### config.mk
export PLATFORM = sky130hd
export DESIGN_NAME = recibir_respuesta_flat
export DESIGN_NICKNAME = d
export VERILOG_FILES = /design/src/rtl/recibir_respuesta_pkg.sv /design/src/rtl/recibir_respuesta_if.sv /design/src/rtl/recibir_respuesta_uart_rx.sv /design/src/rtl/recibir_respuesta.sv /design/src/flat_wrapper.sv
export SDC_FILE = /design/constraint.sdc
export NUM_CORES = 1
export LEC_CHECK = 0
export BUFFER_PORTS_ARGS = -buffer_cell sky130_fd_sc_hd__buf_2
export CAP_MARGIN = 10
export CORE_MARGIN = 8
export CORE_UTILIZATION = 65
export DETAILED_ROUTE_END_ITERATION = 16
export GPL_TIMING_DRIVEN = 0
export PLACE_DENSITY = 0.81
export SLEW_MARGIN = 10
export SYNTH_ARGS = -nofsm -noshare
export SYNTH_HDL_FRONTEND = slang
export SYNTH_HIERARCHICAL = 1
export SYNTH_SLANG_ARGS = --single-unit
export TNS_END_PERCENT = 50
### constraint.sdc
create_clock -name clk -period 5.37 [get_ports clk]
set_clock_uncertainty 0.05 [all_clocks]
set_input_delay 0.2685 -clock clk [delete_from_list [all_inputs] [get_ports clk]]
set_output_delay 0.2685 -clock clk [all_outputs]
set_load 0.03 [all_outputs]
### src/rtl/recibir_respuesta_pkg.sv
`default_nettype none
//==============================================================================
// Package     : com_pkg
// Description : Shared constants for the UART command/response path: baud
//               divisors for a 50 MHz clock, line-protocol characters, FSM
//               state encodings and a character-class helper.
// Revision    : 1.0 - initial release
//==============================================================================
package com_pkg;

  // Clock cycles per bit at 50 MHz
  localparam int B115200 = 434;
  localparam int B57600  = 868;
  localparam int B38400  = 1302;
  localparam int B19200  = 2604;
  localparam int B9600   = 5208;
  localparam int B4800   = 10417;
  localparam int B2400   = 20833;
  localparam int B1200   = 41667;
  localparam int B600    = 83333;
  localparam int B300    = 166667;

  // Line-protocol characters
  localparam logic [7:0] CH_CR   = 8'h0D;
  localparam logic [7:0] CH_LF   = 8'h0A;
  localparam logic [7:0] CH_HASH = 8'h23;
  localparam logic [7:0] CH_0    = 8'h30;

  // Line parser states
  typedef enum logic [1:0] {
    IDLE     = 2'd0,
    COLLECT  = 2'd1,
    DISCARD  = 2'd2,
    CLASSIFY = 2'd3
  } parser_state_t;

  // Serial receiver states
  typedef enum logic [1:0] {
    RX_IDLE = 2'd0,
    START   = 2'd1,
    DATA    = 2'd2,
    STOP    = 2'd3
  } rx_state_t;

  // Visible ASCII range, space through tilde
  function automatic logic is_printable(input logic [7:0] c);
    return (c >= 8'h20) && (c <= 8'h7E);
  endfunction

endpackage
`default_nettype wire

### src/rtl/recibir_respuesta_if.sv
`default_nettype none
//==============================================================================
// Interface   : recibir_respuesta_if
// Description : Serial input, arm request and result signals between the
//               control side (master) and the response receiver (slave).
// Revision    : 1.0 - initial release
//==============================================================================
interface recibir_respuesta_if;
  logic       rx;
  logic       arm;
  logic       busy_r;
  logic       resp_ok;
  logic       resp_err;
  logic       cmd_valid;
  logic [7:0] cmd_out;
  logic       timeout;
  logic       overflow;

  modport master (
    output rx, arm,
    input  busy_r, resp_ok, resp_err, cmd_valid, cmd_out, timeout, overflow
  );

  modport slave (
    input  rx, arm,
    output busy_r, resp_ok, resp_err, cmd_valid, cmd_out, timeout, overflow
  );
endinterface
`default_nettype wire

### src/rtl/recibir_respuesta_uart_rx.sv
`default_nettype none
//==============================================================================
// Module      : uart_rx
// Description : 8N1 serial receiver with a 2-FF input synchroniser. Emits a
//               one-cycle valid with the byte at the stop-bit sample; frames
//               with a low stop bit are dropped.
// Revision    : 1.0 - initial release
//==============================================================================
module uart_rx #(
  parameter int BAUD = 434
) (
  input  wire logic       clk,
  input  wire logic       rst,
  input  wire logic       rx,
  output logic [7:0]      data,
  output logic            valid
);
  import com_pkg::*;

  localparam int               CNT_W  = (BAUD > 2) ? $clog2(BAUD) : 1;
  localparam logic [CNT_W-1:0] C_HALF = CNT_W'(BAUD / 2 - 1);
  localparam logic [CNT_W-1:0] C_FULL = CNT_W'(BAUD - 1);

  logic             r_sync1, r_sync2, r_rx_d;
  rx_state_t        r_state, w_state_nxt;
  logic [CNT_W-1:0] r_cnt, w_cnt_nxt;
  logic [2:0]       r_bit, w_bit_nxt;
  logic [7:0]       r_shift, w_shift_nxt;
  logic [7:0]       r_data, w_data_nxt;
  logic             r_valid, w_valid_nxt;

  // Bring rx into the clk domain; r_rx_d holds the previous synchronised value
  always_ff @(posedge clk or negedge rst) begin
    if (!rst) begin
      r_sync1 <= 1'b1;
      r_sync2 <= 1'b1;
      r_rx_d  <= 1'b1;
    end else begin
      r_sync1 <= rx;
      r_sync2 <= r_sync1;
      r_rx_d  <= r_sync2;
    end
  end

  // Receiver state and datapath registers
  always_ff @(posedge clk or negedge rst) begin
    if (!rst) begin
      r_state <= RX_IDLE;
      r_cnt   <= '0;
      r_bit   <= '0;
      r_shift <= '0;
      r_data  <= '0;
      r_valid <= 1'b0;
    end else begin
      r_state <= w_state_nxt;
      r_cnt   <= w_cnt_nxt;
      r_bit   <= w_bit_nxt;
      r_shift <= w_shift_nxt;
      r_data  <= w_data_nxt;
      r_valid <= w_valid_nxt;
    end
  end

  // Frame sequencing: mid-start check, eight LSB-first samples, stop check
  always_comb begin
    w_state_nxt = r_state;
    w_cnt_nxt   = r_cnt;
    w_bit_nxt   = r_bit;
    w_shift_nxt = r_shift;
    w_data_nxt  = r_data;
    w_valid_nxt = 1'b0;
    case (r_state)
      RX_IDLE: begin
        w_cnt_nxt = '0;
        w_bit_nxt = '0;
        if (r_rx_d && !r_sync2) w_state_nxt = START;
      end
      START: begin
        if (r_cnt == C_HALF) begin
          w_cnt_nxt   = '0;
          w_state_nxt = r_sync2 ? RX_IDLE : DATA;
        end else begin
          w_cnt_nxt = r_cnt + CNT_W'(1);
        end
      end
      DATA: begin
        if (r_cnt == C_FULL) begin
          w_cnt_nxt   = '0;
          w_shift_nxt = {r_sync2, r_shift[7:1]};
          w_bit_nxt   = r_bit + 3'd1;
          if (r_bit == 3'd7) w_state_nxt = STOP;
        end else begin
          w_cnt_nxt = r_cnt + CNT_W'(1);
        end
      end
      STOP: begin
        if (r_cnt == C_FULL) begin
          w_cnt_nxt   = '0;
          w_state_nxt = RX_IDLE;
          if (r_sync2) begin
            w_valid_nxt = 1'b1;
            w_data_nxt  = r_shift;
          end
        end else begin
          w_cnt_nxt = r_cnt + CNT_W'(1);
        end
      end
      default: w_state_nxt = RX_IDLE;
    endcase
  end

  assign data  = r_data;
  assign valid = r_valid;

endmodule
`default_nettype wire

### src/rtl/recibir_respuesta.sv
`default_nettype none
//==============================================================================
// Module      : recibir_respuesta
// Description : Assembles CR/LF-terminated lines from the serial receiver and
//               classifies them as OK, ERROR or a #d command digit, with an
//               idle timeout while armed and a sticky line-overflow flag.
// Revision    : 1.0 - initial release
//==============================================================================
module recibir_respuesta #(
  parameter int BAUD     = 434,
  parameter int LINE_MAX = 16,
  parameter int TIMEOUT  = 25000000
) (
  input  wire logic           clk,
  input  wire logic           rst,
  recibir_respuesta_if.slave  bus
);
  import com_pkg::*;

  localparam int                LEN_W     = $clog2(LINE_MAX + 1);
  localparam int                IDX_W     = (LINE_MAX > 1) ? $clog2(LINE_MAX) : 1;
  localparam logic [LEN_W-1:0]  C_LEN_MAX = LEN_W'(LINE_MAX);
  localparam logic [27:0]       C_TIMEOUT = 28'(TIMEOUT);

  logic [7:0]       w_byte;
  logic             w_bv;

  parser_state_t    r_state, w_state_nxt;
  logic [LEN_W-1:0] r_len, w_len_nxt;
  logic [27:0]      r_timer, w_timer_nxt;
  logic [7:0]       r_buf [LINE_MAX];
  logic             w_store;
  logic             r_overflow, w_overflow_nxt;
  logic [7:0]       r_cmd, w_cmd_nxt;
  logic             r_ok, w_ok;
  logic             r_err, w_err;
  logic             r_cmdv, w_cmdv;
  logic             r_timeout, w_timeout;

  uart_rx #(.BAUD(BAUD)) u_rx (
    .clk   (clk),
    .rst   (rst),
    .rx    (bus.rx),
    .data  (w_byte),
    .valid (w_bv)
  );

  // Parser state, timer and registered result outputs
  always_ff @(posedge clk or negedge rst) begin
    if (!rst) begin
      r_state    <= IDLE;
      r_len      <= '0;
      r_timer    <= '0;
      r_overflow <= 1'b0;
      r_cmd      <= '0;
      r_ok       <= 1'b0;
      r_err      <= 1'b0;
      r_cmdv     <= 1'b0;
      r_timeout  <= 1'b0;
    end else begin
      r_state    <= w_state_nxt;
      r_len      <= w_len_nxt;
      r_timer    <= w_timer_nxt;
      r_overflow <= w_overflow_nxt;
      r_cmd      <= w_cmd_nxt;
      r_ok       <= w_ok;
      r_err      <= w_err;
      r_cmdv     <= w_cmdv;
      r_timeout  <= w_timeout;
    end
  end

  // Line buffer write port
  always_ff @(posedge clk or negedge rst) begin
    if (!rst) begin
      for (int i = 0; i < LINE_MAX; i++) r_buf[i] <= '0;
    end else if (w_store) begin
      r_buf[r_len[IDX_W-1:0]] <= w_byte;
    end
  end

  // Next-state logic; arm overrides everything, a received byte beats expiry
  always_comb begin
    w_state_nxt    = r_state;
    w_len_nxt      = r_len;
    w_timer_nxt    = r_timer;
    w_store        = 1'b0;
    w_overflow_nxt = r_overflow;
    w_cmd_nxt      = r_cmd;
    w_ok           = 1'b0;
    w_err          = 1'b0;
    w_cmdv         = 1'b0;
    w_timeout      = 1'b0;
    if (bus.arm) begin
      w_state_nxt    = COLLECT;
      w_len_nxt      = '0;
      w_timer_nxt    = C_TIMEOUT;
      w_overflow_nxt = 1'b0;
    end else if (r_state != IDLE) begin
      if (w_bv)                 w_timer_nxt = C_TIMEOUT;
      else if (r_timer != '0)   w_timer_nxt = r_timer - 28'd1;
      case (r_state)
        COLLECT: begin
          if (w_bv) begin
            if (w_byte == CH_LF) begin
              if (r_len != '0) w_state_nxt = CLASSIFY;
            end else if (w_byte != CH_CR && is_printable(w_byte)) begin
              if (r_len < C_LEN_MAX) begin
                w_store   = 1'b1;
                w_len_nxt = r_len + LEN_W'(1);
              end else begin
                w_overflow_nxt = 1'b1;
                w_state_nxt    = DISCARD;
              end
            end
          end else if (r_timer == '0) begin
            w_timeout   = 1'b1;
            w_state_nxt = IDLE;
          end
        end
        DISCARD: begin
          if (w_bv) begin
            if (w_byte == CH_LF) begin
              w_state_nxt = COLLECT;
              w_len_nxt   = '0;
            end
          end else if (r_timer == '0) begin
            w_timeout   = 1'b1;
            w_state_nxt = IDLE;
          end
        end
        CLASSIFY: begin
          w_state_nxt = IDLE;
          if (r_len == LEN_W'(2) && r_buf[0] == "O" && r_buf[1] == "K") begin
            w_ok = 1'b1;
          end else if (r_len == LEN_W'(5) && r_buf[0] == "E" && r_buf[1] == "R" &&
                       r_buf[2] == "R" && r_buf[3] == "O" && r_buf[4] == "R") begin
            w_err = 1'b1;
          end else if (r_len == LEN_W'(2) && r_buf[0] == CH_HASH &&
                       r_buf[1] >= CH_0 && r_buf[1] <= (CH_0 + 8'd9)) begin
            w_cmdv    = 1'b1;
            w_cmd_nxt = r_buf[1] - CH_0;
          end else begin
            w_state_nxt = COLLECT;
            w_len_nxt   = '0;
          end
        end
        default: w_state_nxt = IDLE;
      endcase
    end
  end

  assign bus.busy_r    = (r_state != IDLE);
  assign bus.resp_ok   = r_ok;
  assign bus.resp_err  = r_err;
  assign bus.cmd_valid = r_cmdv;
  assign bus.cmd_out   = r_cmd;
  assign bus.timeout   = r_timeout;
  assign bus.overflow  = r_overflow;

endmodule
`default_nettype wire

### src/flat_wrapper.sv
// flat-port wrapper written by rule: the top's interface ports become plain ports
module recibir_respuesta_flat import com_pkg::*;
#(
  parameter int BAUD     = 434,
  parameter int LINE_MAX = 16,
  parameter int TIMEOUT  = 25000000
)
  (clk, rst, bus_rx, bus_arm, bus_busy_r, bus_resp_ok, bus_resp_err, bus_cmd_valid, bus_cmd_out, bus_timeout, bus_overflow);
  recibir_respuesta_if bus_i ();
  input  wire logic clk;
  input  wire logic rst;
  input wire logic [$bits(bus_i.rx)-1:0] bus_rx;
  input wire logic [$bits(bus_i.arm)-1:0] bus_arm;
  output wire logic [$bits(bus_i.busy_r)-1:0] bus_busy_r;
  output wire logic [$bits(bus_i.resp_ok)-1:0] bus_resp_ok;
  output wire logic [$bits(bus_i.resp_err)-1:0] bus_resp_err;
  output wire logic [$bits(bus_i.cmd_valid)-1:0] bus_cmd_valid;
  output wire logic [$bits(bus_i.cmd_out)-1:0] bus_cmd_out;
  output wire logic [$bits(bus_i.timeout)-1:0] bus_timeout;
  output wire logic [$bits(bus_i.overflow)-1:0] bus_overflow;
  assign bus_i.rx = bus_rx;
  assign bus_i.arm = bus_arm;
  assign bus_busy_r = bus_i.busy_r;
  assign bus_resp_ok = bus_i.resp_ok;
  assign bus_resp_err = bus_i.resp_err;
  assign bus_cmd_valid = bus_i.cmd_valid;
  assign bus_cmd_out = bus_i.cmd_out;
  assign bus_timeout = bus_i.timeout;
  assign bus_overflow = bus_i.overflow;
  recibir_respuesta #(.BAUD(BAUD), .LINE_MAX(LINE_MAX), .TIMEOUT(TIMEOUT)) u_core (.clk(clk), .rst(rst), .bus(bus_i));
endmodule
==> results of run 1 <==
[state kept, by name (all words and copies together) (netlist names), 2 cells and up, named ones only]
signal,count
u_core/bus.cmd_out,8
u_core/r_buf,40
u_core/r_state,2
u_core/u_rx/r_shift,8
u_core/r_len,5
u_core/u_rx/data,8
u_core/u_rx/r_bit,3
u_core/u_rx/r_cnt,9
u_core/r_timer,28
[placed cells by master (no fill, tap or decap), types with 10 or more instances in the layout]
cell type  instances
dfrtp_1          119
mux2_2            56
nand2_1           40
nor2_1            28
clkbuf_1          18
o21ai_0           18
buf_2             17
ha_1              17
clkbuf_16         16
inv_1             16
xnor2_1           16
a21oi_1           15
nor3_1            14
nor4_1            14
or3_1             11
nand3_1           10
[cell families after synthesis]
kind of cell,count (synthesis),share of synthesized area
AND/OR/NAND/NOR,199,0.207
flip-flops,122,0.511
AO/OA/AOI/OAI,69,0.0786
multiplexers,58,0.109
buffers and inverters,37,0.0249
XOR/XNOR,24,0.0351
adder cells (fa/ha/maj),17,0.0355
[layer usage]
layer / global-route usage / part of all wire
met1: 0.272 / 0.44
met2: 0.342 / 0.50
met3: 0.0460 / 0.047
met4: 0.0773 / 0.016
met5: 0 / 0
[report_power, final]
| part | switching, W | internal [W] |
|---|---|---|
| Combinational | 0.000127 | 0.0000921 |
| Sequential | 0.0000367 | 0.000957 |
| Clock | 0.000451 | 0.000632 |
[final timing paths]
path	slack [ns]	to	cells past startpoint	startpoint
setup reg to reg	2.30	u_core/r_buf[100]	9	u_core/r_state[0]
hold / removal	0.22	u_core/r_timer[9]	2	rst
max in group asynchronous	4.32	u_core/bus.overflow	3	rst
hold reg to reg	0.31	u_core/u_rx/r_sync2	0	u_core/u_rx/r_sync1
min in group clk	0.31	u_core/u_rx/r_sync2	0	u_core/u_rx/r_sync1
setup / recovery	2.30	u_core/r_buf[100]	9	u_core/r_state[0]
[metrics by stage]
stage | setup WS, ns | utilization
4_1_cts | 2.40 | 0.750
3_5_place_dp | 2.42 | 0.685
6_report | 2.30 | 0.750
5_1_grt | 2.26 | 0.750
3_3_place_gp | 2.51 | 0.681
2_1_floorplan | 2.83 | -
[layout make-up]
class,instances,area [sq um],share of cell area
Tap cell,111,139,0.0203
Inverter,16,60.1,0.00879
Sequential cell,122,3060,0.448
Clock buffer,17,414,0.0606
Clock inverter,15,155,0.0227
Buffer,21,88.8,0.0130
Timing Repair Buffer,19,134,0.0196
Multi-Input combinational cell,367,2780,0.407
[worst register-to-register path, delay by kind of cell (launching register included)]
family	cells	cell delay (ns)
AND/OR/NAND/NOR	5	1.28
multiplexers	1	0.40
flip-flops	1	0.40
buffers and inverters	2	0.53
adder cells (fa/ha/maj)	1	0.29
[what timing repair did]
action,4_1_cts,5_1_grt
hold buffers,2,0
resized for setup,0,0
endpoints found under the hold margin,49,0
==> summary.md, run 1 <==
| Metric | Value |
|---|---|
| Status | `complete, no violations` |
| Worst Tran Pin Value | `0.786 ns` |
| Die Span X | `112 microns` |
| Hold Slack | `0.224 ns` |
| DRT iter0 DRCs | `314` |
| Area of the core | `9110 sq um` |
| Slowest library cell on the worst path | `clkbuf_1` |
| Routed wire length | `12,500 microns` |
| Fin. Hold Viols | `0` |
| Root Buffer | `clkbuf_8` |
| Peak VDD IR | `0.283 mV` |
| Clock Path Buffers | `2` |
| Layout area overhead | `14.1%` |
| Static leakage | `3.04 nW` |
| Vias in the first global route | `4,402` |
| Htree depth | `4` |
| Nets | `585` |
| Clock Sinks | `122` |
| Top cells by area, synth | `dfrtp_1 50%, mux2_2 11%, ha_1 3.6%, nand2_1 2.5%, xnor2_1 2.3%` |
| Power density cells | `336 nW/um^2` |
| Number of flops mapped to enable cells by yosys | `0` |
| Most used DFF post-synth | `dfrtp_1` |
| DIE HEIGHT | `112 microns` |
| Commonest cells post-synth | `119 x dfrtp_1, 56 x mux2_2, 40 x nand2_1` |
| Final period util | `0.572` |
| GR Overflow Total | `0` |
| Worst Setup End Kind | `flop` |
| Hold/Removal Path Class | `in -> async` |
| DR DRC count | `0` |
| DR vias/cell | `6.19` |
| Most common cell in the netlist | `dfrtp_1` |
| Mean Syn Cell Area | `11.4 sq um` |
| Largest stage delay, worst path | `0.43 ns` |
| Tot Pwr | `0.00230 W` |
| Seq cells post-synth | `122` |
| Routed len/inst | `18.2 microns` |
| Min cycle time layout | `3.07 ns` |
| Ports | `18` |
| Kind of cell adding the most delay to the critical path | `simple AND/OR/NAND/NOR gates` |
| DR vias | `4,257` |
| Setup-failing EPs final | `0` |
| Placed cell count | `654` |
| CTS buffer count | `17` |
| Synth cell types | `71` |
| Setup Fix Bufs, Post-CTS | `0` |
| Arrival time worst endpoint | `3.41 ns` |
| Synthesized Nets | `547` |
| Port buffer count | `16` |
| Maximum clock rate | `325 MHz` |
| Initial Utilization | `0.657` |
| Mapped Cells | `526` |
| Crit-path max FO | `8` |
| Synth top area share | `0.497` |
| Worst setup path category | `reg -> reg` |
| Max-slew headroom | `0.472` |
| Share of layout cells above drive strength 1 | `0.231` |
| MaxCap Viol Count | `0` |
| Largest net degree at the start of global routing | `72` |
| Placer Congestion | `0.831` |
| First-pass GRT wire length | `21,600 microns` |
| Post-synthesis sequential area ratio | `0.511` |
| Initial DRT Pass Iterations | `6` |
| Fin area | `6830 sq um` |
| Clock-pin slew on the worst setup and hold paths | `0.06 ns` |
| Row cnt | `35` |
| Slew Limit Fails | `0` |
| Startpoint types | `flop` |
| Post-DP HPWL | `8150 microns` |
| CTS tree | `built` |
| Total number of yosys warnings | `6` |
| Die area | `12,500 sq um` |
| Post-DP Area | `6240 sq um` |
| Non-filler cells, final | `688` |
| Cells along the critical path | `inv_1 -> ha_1 -> nor2_1 -> nand3_1 -> nand2b_1 -> nor4_1 -> and2_1 -> clkbuf_1 -> mux2_2` |
| Diodes inserted | `0` |
| RSZ-0062 raised after global routing | `no` |
| Routed Antenna Nets | `0` |
| Leading area contributor after synthesis | `dfrtp_1` |
| Fill cells | `575` |
| Async S/R FF share, synth | `1.00` |
| Post-Syn Area | `5990 sq um` |
| Skew-Pair Late Insertion Delay | `0.51 ns` |
| Final TNS setup | `0 ns` |
| GRT Total Usage | `0.210` |
| CP Data Required Time | `5.71 ns` |
| Antenna violations before repair | `0` |
| Crit path buffers/inverters | `2` |
Power figures use the tool's default switching activity.
==> run 2: changes to the inputs <==
- ABC_AREA: not set -> 1
- CORE_UTILIZATION: 65 -> 57
- PLACE_DENSITY: 0.81 -> 0.75
- clock period: 5.37 -> 2.8 ns (I/O delays scaled with it)
==> summary.md, run 2 <==
| Metric | Value |
|---|---|
| Status | `complete, no violations` |
| Synth Area in Simple Gates | `0.315` |
| Seq cells post-synth | `122` |
| Crit path buffers/inverters | `3` |
| Post-DP HPWL | `10,200 microns` |
| Async S/R FF share, synth | `1.00` |
| Post-synthesis sequential area ratio | `0.475` |
| Share of layout cells above drive strength 1 | `0.138` |
| Sw frac | `0.326` |
| Clock-pin slew on the worst setup and hold paths | `0.06 ns` |
| Die area | `15,000 sq um` |
| Max-slew headroom | `0.685` |
| Setup-failing EPs final | `0` |
| Placer Congestion | `0.931` |
| Setup Fix Bufs, Post-CTS | `0` |
| Mean Syn Cell Area | `7.86 sq um` |
| Area of the core | `11,200 sq um` |
| CTS buffer count | `17` |
| Initial Utilization | `0.574` |
| Row cnt | `39` |
| Root Buffer | `clkbuf_16` |
| Htree depth | `4` |
| Max FFs per register | `40` |
| Mux contribution to synthesized area | `0` |
| Tot Pwr | `0.00555 W` |
| Nets | `880` |
| Adder-cell share of the synthesized area | `0.0330` |
| Synth Area in Compound Gates | `0.0789` |
| Hold/Removal Path Class | `in -> reg` |
| DR vias/cell | `5.18` |
| Clock Path Buffers | `2` |
| Number of flops mapped to enable cells by yosys | `0` |
| DIE HEIGHT | `122 microns` |
| Fin. Hold Viols | `0` |
| DR vias | `5,256` |
| Psw | `0.00181 W` |
| GRT Total Usage | `0.204` |
| Largest family of logic cells by synthesized area | `simple AND/OR/NAND/NOR gates` |
| Layout area overhead | `14.4%` |
| Peak VDD IR | `0.573 mV` |
| Slew Limit Fails | `0` |
| Maximum clock rate | `465 MHz` |
| Port buffer count | `17` |
| Synth top area share | `0.462` |
| Kind of cell adding the most delay to the critical path | `buffers and inverters` |
| Worst Tran Pin Value | `0.472 ns` |
| Arrival time worst endpoint | `2.40 ns` |
| Routed wire length | `14,000 microns` |
| Most used DFF post-synth | `dfrtp_1` |
| Cells along the critical path | `inv_1 -> ha_1 -> inv_1 -> nor2_1 -> nor2_1 -> buf_2 -> a31oi_1 -> a21oi_2 -> nand2_2 -> nand2_1 -> nand2_1` |
| Antenna violations before repair | `0` |
| DR DRC count | `0` |
| Worst setup path category | `reg -> reg` |
| Startpoint types | `flop` |
| RSZ-0062 raised after global routing | `no` |
| Largest stage delay, worst path | `0.42 ns` |
| Die Span X | `122 microns` |
| MaxCap Viol Count | `0` |
| First-pass GRT wire length | `24,300 microns` |
| DRT iter0 DRCs | `467` |
| Worst Setup End Kind | `flop` |
| Vias in the first global route | `5,143` |
| Top cells by area, synth | `dfrtp_1 46%, nand2_1 14%, nor2_1 7.0%, inv_1 4.8%, nand3_1 3.6%` |
| Routed len/inst | `13.8 microns` |
| Gate power share | `0.214` |
| Post-Syn Area | `6440 sq um` |
| Biggest register | `u_core/r_buf` |
| Most common cell after layout, fill and taps aside | `nand2_1` |
| Post-Synth XOR/XNOR Area | `0.0272` |
| Mapped Cells | `820` |
| GR Overflow Total | `0` |
| Clock Sinks | `122` |
| Static leakage | `3.56 nW` |
| Clk pwr share | `0.403` |
| Post-CTS sizing | `0` |
| Commonest cells post-synth | `239 x nand2_1, 120 x nor2_1, 119 x dfrtp_1` |
| Initial DRT Pass Iterations | `5` |
| Commonest cells after routing, fill and taps aside | `239 x nand2_1, 120 x nor2_1, 119 x dfrtp_1, 83 x inv_1, 46 x nand3_1` |
| Skew-Pair Late Insertion Delay | `0.42 ns` |
| Leading area contributor after synthesis | `dfrtp_1` |
| Slowest library cell on the worst path | `dfrtp_1` |
| CTS tree | `built` |
| Hold buffers post-CTS | `2` |
| Power density cells | `753 nW/um^2` |
| Crit-path max FO | `10` |
| Largest regs | `u_core/r_buf (40), u_core/r_timer (28), u_core/u_rx/r_cnt (9)` |
| Most common cell in the netlist | `nand2_1` |
| Ports | `18` |
| Routed Antenna Nets | `0` |
| P_int | `0.00374 W` |
| Synthesized Nets | `841` |
| Part of the power in registers | `0.383` |
| Largest net degree at the start of global routing | `90` |
| Total number of yosys warnings | `6` |
| Final period util | `0.768` |
| Final TNS setup | `0 ns` |
| Synth cell types | `40` |
| Min cycle time layout | `2.15 ns` |
| Diodes inserted | `0` |
| CP Data Required Time | `3.05 ns` |
[run 2: logic make-up (layout without fill, tap and decap cells)]
logic type	count (synthesis)	in the layout
flip-flops	122	122
AND/OR/NAND/NOR	465	465
buffers and inverters	110	162
XOR/XNOR	20	20
AO/OA/AOI/OAI	86	86
adder cells (fa/ha/maj)	17	17
[run 2: worst paths after layout]
| check | slack, ns | startpoint | depth (start not counted) | to |
|---|---|---|---|---|
| min | 0.04 | bus_arm | 4 | u_core/bus.timeout |
| min reg2reg | 0.30 | u_core/u_rx/r_sync1 | 0 | u_core/u_rx/r_sync2 |
| max reg2reg | 0.65 | u_core/r_state[1] | 11 | u_core/r_len[0] |
| min in group asynchronous | 0.13 | rst | 2 | u_core/r_len[1] |
| max in group asynchronous | 1.83 | rst | 3 | u_core/u_rx/r_sync1 |
| max | 0.65 | u_core/r_state[1] | 11 | u_core/r_len[0] |
[run 2: worst min-delay path: cells and delay by family]
kind | cells | cell delay [ns]
AND/OR/NAND/NOR | 3 | 0.22
buffers and inverters | 1 | 0.10
[run 2: layout make-up]
class	instances	area (sq um)
plain buffers	13	87.6
clock buffers	19	443
clock inverters	13	168
fillers	940	3850
inverters	97	369
multi-input cells	588	2930
flip-flops and latches	122	3060
well taps	143	179
repair buffers	20	139
[run 2: through the flow]
step / util / instance area, sq um / hold slack (ns) / worst slack, ns / instances
2_1_floorplan: - / 6440 / -0.206 / 0.884 / 820
3_3_place_gp: 0.597 / 6710 / 0.198 / 0.0994 / 980
3_5_place_dp: 0.600 / 6740 / 0.00135 / 0.674 / 981
4_1_cts: 0.657 / 7370 / 0.0228 / 0.643 / 1015
5_1_grt: 0.657 / 7370 / 0.0563 / 0.462 / 1015
6_report: 0.657 / 7370 / 0.0364 / 0.651 / 1015
[run 2: power groups by stage]
stage	combinational, W	sequential [W]	clock, W
finish	0.00119	0.00212	0.00224
global route	0.00137	0.00215	0.00236
CTS	0.00119	0.00212	0.00228
detailed placement	0.00118	0.00214	0
global placement	0.00112	0.00214	0
floorplan	0.000911	0.00210	0
[run 2: routing by layer]
metal  share of wire  wire length [microns]  vias up  global-route usage
met3           0.043                    605        5              0.0520
met4          0.0055                     77        0              0.0663
li1                -                      -     2663                   -
met1            0.48                   6700     2487               0.268
met2            0.47                   6630      101               0.326
met5               0                      0        -                   0
==> run 3: changes to the inputs <==
- clock period: 2.8 -> 1.8 ns (I/O delays scaled with it)
==> summary.md, run 3 (synthesis gave the netlist of run 2 again) <==
| Metric | Value |
|---|---|
| Status | `finished with violations` |
| Failing checks | `negative setup slack` |
| DIE HEIGHT | `122 microns` |
| Die Span X | `122 microns` |
| Hold/Removal Path Class | `in -> reg` |
| Area of the core | `11,200 sq um` |
| R2R setup slack | `-0.08 ns` |
| Die area | `15,000 sq um` |
| Arrival time worst endpoint | `2.16 ns` |
| Setup-failing EPs final | `28` |
| Maximum clock rate | `533 MHz` |
| DR vias/cell | `5.44` |
| Clock Sinks | `122` |
| Most common cell after layout, fill and taps aside | `nand2_1` |
| Worst Tran Pin Value | `0.497 ns` |
| GRT Total Usage | `0.216` |
| MaxCap Viol Count | `0` |
| Routed Antenna Nets | `0` |
| CTS buffer count | `17` |
| Biggest register | `u_core/r_buf` |
| Critical Path End | `u_core/r_buf[118]` |
| Worst Setup End Kind | `flop` |
| Initial Utilization | `0.574` |
| DR vias | `5,762` |
| Layout area overhead | `26.2%` |
| DR DRC count | `0` |
| Placer Congestion | `0.918` |
| Fin area | `8130 sq um` |
| Peak VDD IR | `0.870 mV` |
| R2r endpoint | `u_core/r_buf[118]` |
| Antenna violations before repair | `0` |
| Largest net degree at the start of global routing | `73` |
| Clock-pin slew on the worst setup and hold paths | `0.05 ns` |
| Post-DP Area | `6750 sq um` |
| Routed wire length | `16,400 microns` |
| Setup WS post-layout | `-0.0763 ns` |
| Fill cells | `820` |
| Worst setup path category | `reg -> reg` |
| First-pass GRT wire length | `25,900 microns` |
| Hold Slack | `0.0350 ns` |
| Ports | `18` |
| Port buffer count | `17` |
| RSZ-0062 raised after global routing | `yes` |
| Startpoint types | `flop` |
| Vias in the first global route | `5,460` |
| Static leakage | `3.81 nW` |
| Initial DRT Pass Iterations | `5` |
| Share of layout cells above drive strength 1 | `0.284` |
| Htree depth | `4` |
| Slew Limit Fails | `0` |
| Skew-Pair Late Insertion Delay | `0.41 ns` |
| Crit Reg-Reg Startpoint | `u_core/r_state[1]` |
| Final period util | `1.04` |
| DRT iter0 DRCs | `546` |
| Crit-path max FO | `5` |
| Max FFs per register | `40` |
| Clock Path Buffers | `2` |
| CTS tree | `built` |
| Post-DP HPWL | `10,500 microns` |
| Largest regs | `u_core/r_buf (40), u_core/r_timer (28), u_core/u_rx/r_cnt (9)` |
| Diodes inserted | `0` |
| CP Data Required Time | `2.09 ns` |
| Nets | `925` |
| CP startpoint | `u_core/r_state[1]` |
| Row cnt | `39` |
| Fin. Hold Viols | `0` |
| Power density cells | `1140 nW/um^2` |
| Reg2Reg Depth | `11` |
| Root Buffer | `clkbuf_16` |
| Commonest cells after routing, fill and taps aside | `215 x nand2_1, 104 x dfrtp_1, 98 x nor2_1, 68 x inv_1, 45 x nand3_1` |
| Routed len/inst | `15.5 microns` |
| Max-slew headroom | `0.669` |
| Min cycle time layout | `1.88 ns` |
| GR Overflow Total | `0` |
[run 3: routing by layer]
metal,up-vias,wire [microns],global-route usage
li1,2748,-,-
met1,2806,7210,0.281
met2,187,8010,0.344
met3,21,981,0.0649
met4,0,199,0.0663
met5,-,0,0
[run 3: critical path, stage by stage (launching register included)]
cell and delay (ns):
dfrtp_1 0.38, inv_2 0.13, ha_4 0.18, inv_4 0.05, nor2_4 0.11, nand2_2 0.07
inv_2 0.06, nand4_4 0.18, nor3_4 0.29, buf_6 0.18, nand2_2 0.05, o21ai_1 0.06
[run 3: worst min-delay path by stage]
stage               startpoint                     to  slack, ns  depth (start not counted)
floorplan                  rst  u_core/bus.cmd_out[0]      -0.26                          0
global placement        bus_rx    u_core/u_rx/r_sync1       0.15                          1
detailed placement         rst        u_core/r_len[1]       0.01                          1
CTS                    bus_arm      u_core/r_timer[1]       0.03                          4
global route           bus_arm      u_core/r_timer[1]       0.04                          4
finish                 bus_arm      u_core/r_timer[0]       0.04                          4
[run 3: power breakdown]
part / switching (W) / total, W / internal (W)
clock: 0.00120 / 0.00313 / 0.00193
combinational: 0.00166 / 0.00275 / 0.00110
sequential: 0.000360 / 0.00336 / 0.00300
total: 0.00322 / 0.00924 / 0.00602
[run 3: what timing repair did]
action | 4_1_cts | 5_1_grt
cloned | 2 | 2
setup buffers | 17 | 24
resized for setup | 47 | 112
pin swaps | 9 | 30
hold buffers | 2 | 0
endpoints found under the setup margin | 83 | 84
endpoints found under the hold margin | 51 | 0
[run 3: area by class of cell]
class	count	area (sq um)	share of cell area
Clock buffer	21	450	0.0554
Timing Repair Buffer	63	489	0.0602
Sequential cell	122	3080	0.378
Timing Repair inverter	1	7.51	0.000923
Clock inverter	11	97.6	0.0120
Multi-Input combinational cell	589	3320	0.409
Tap cell	143	179	0.0220
Buffer	13	121	0.0149
Inverter	97	387	0.0475
[run 3: metrics by stage]
step	instances	setup WS [ns]	total power, W	TNS, ns	utilization
floorplan	820	-0.000292	0.00469	-0.000292	-
global placement	980	-0.844	0.00507	-110.19	0.599
detailed placement	981	-0.253	0.00517	-13.31	0.602
CTS	1034	-0.0816	0.00861	-0.916	0.677
global route	1060	-0.169	0.00972	-6.07	0.725
finish	1060	-0.0763	0.00924	-1.02	0.725
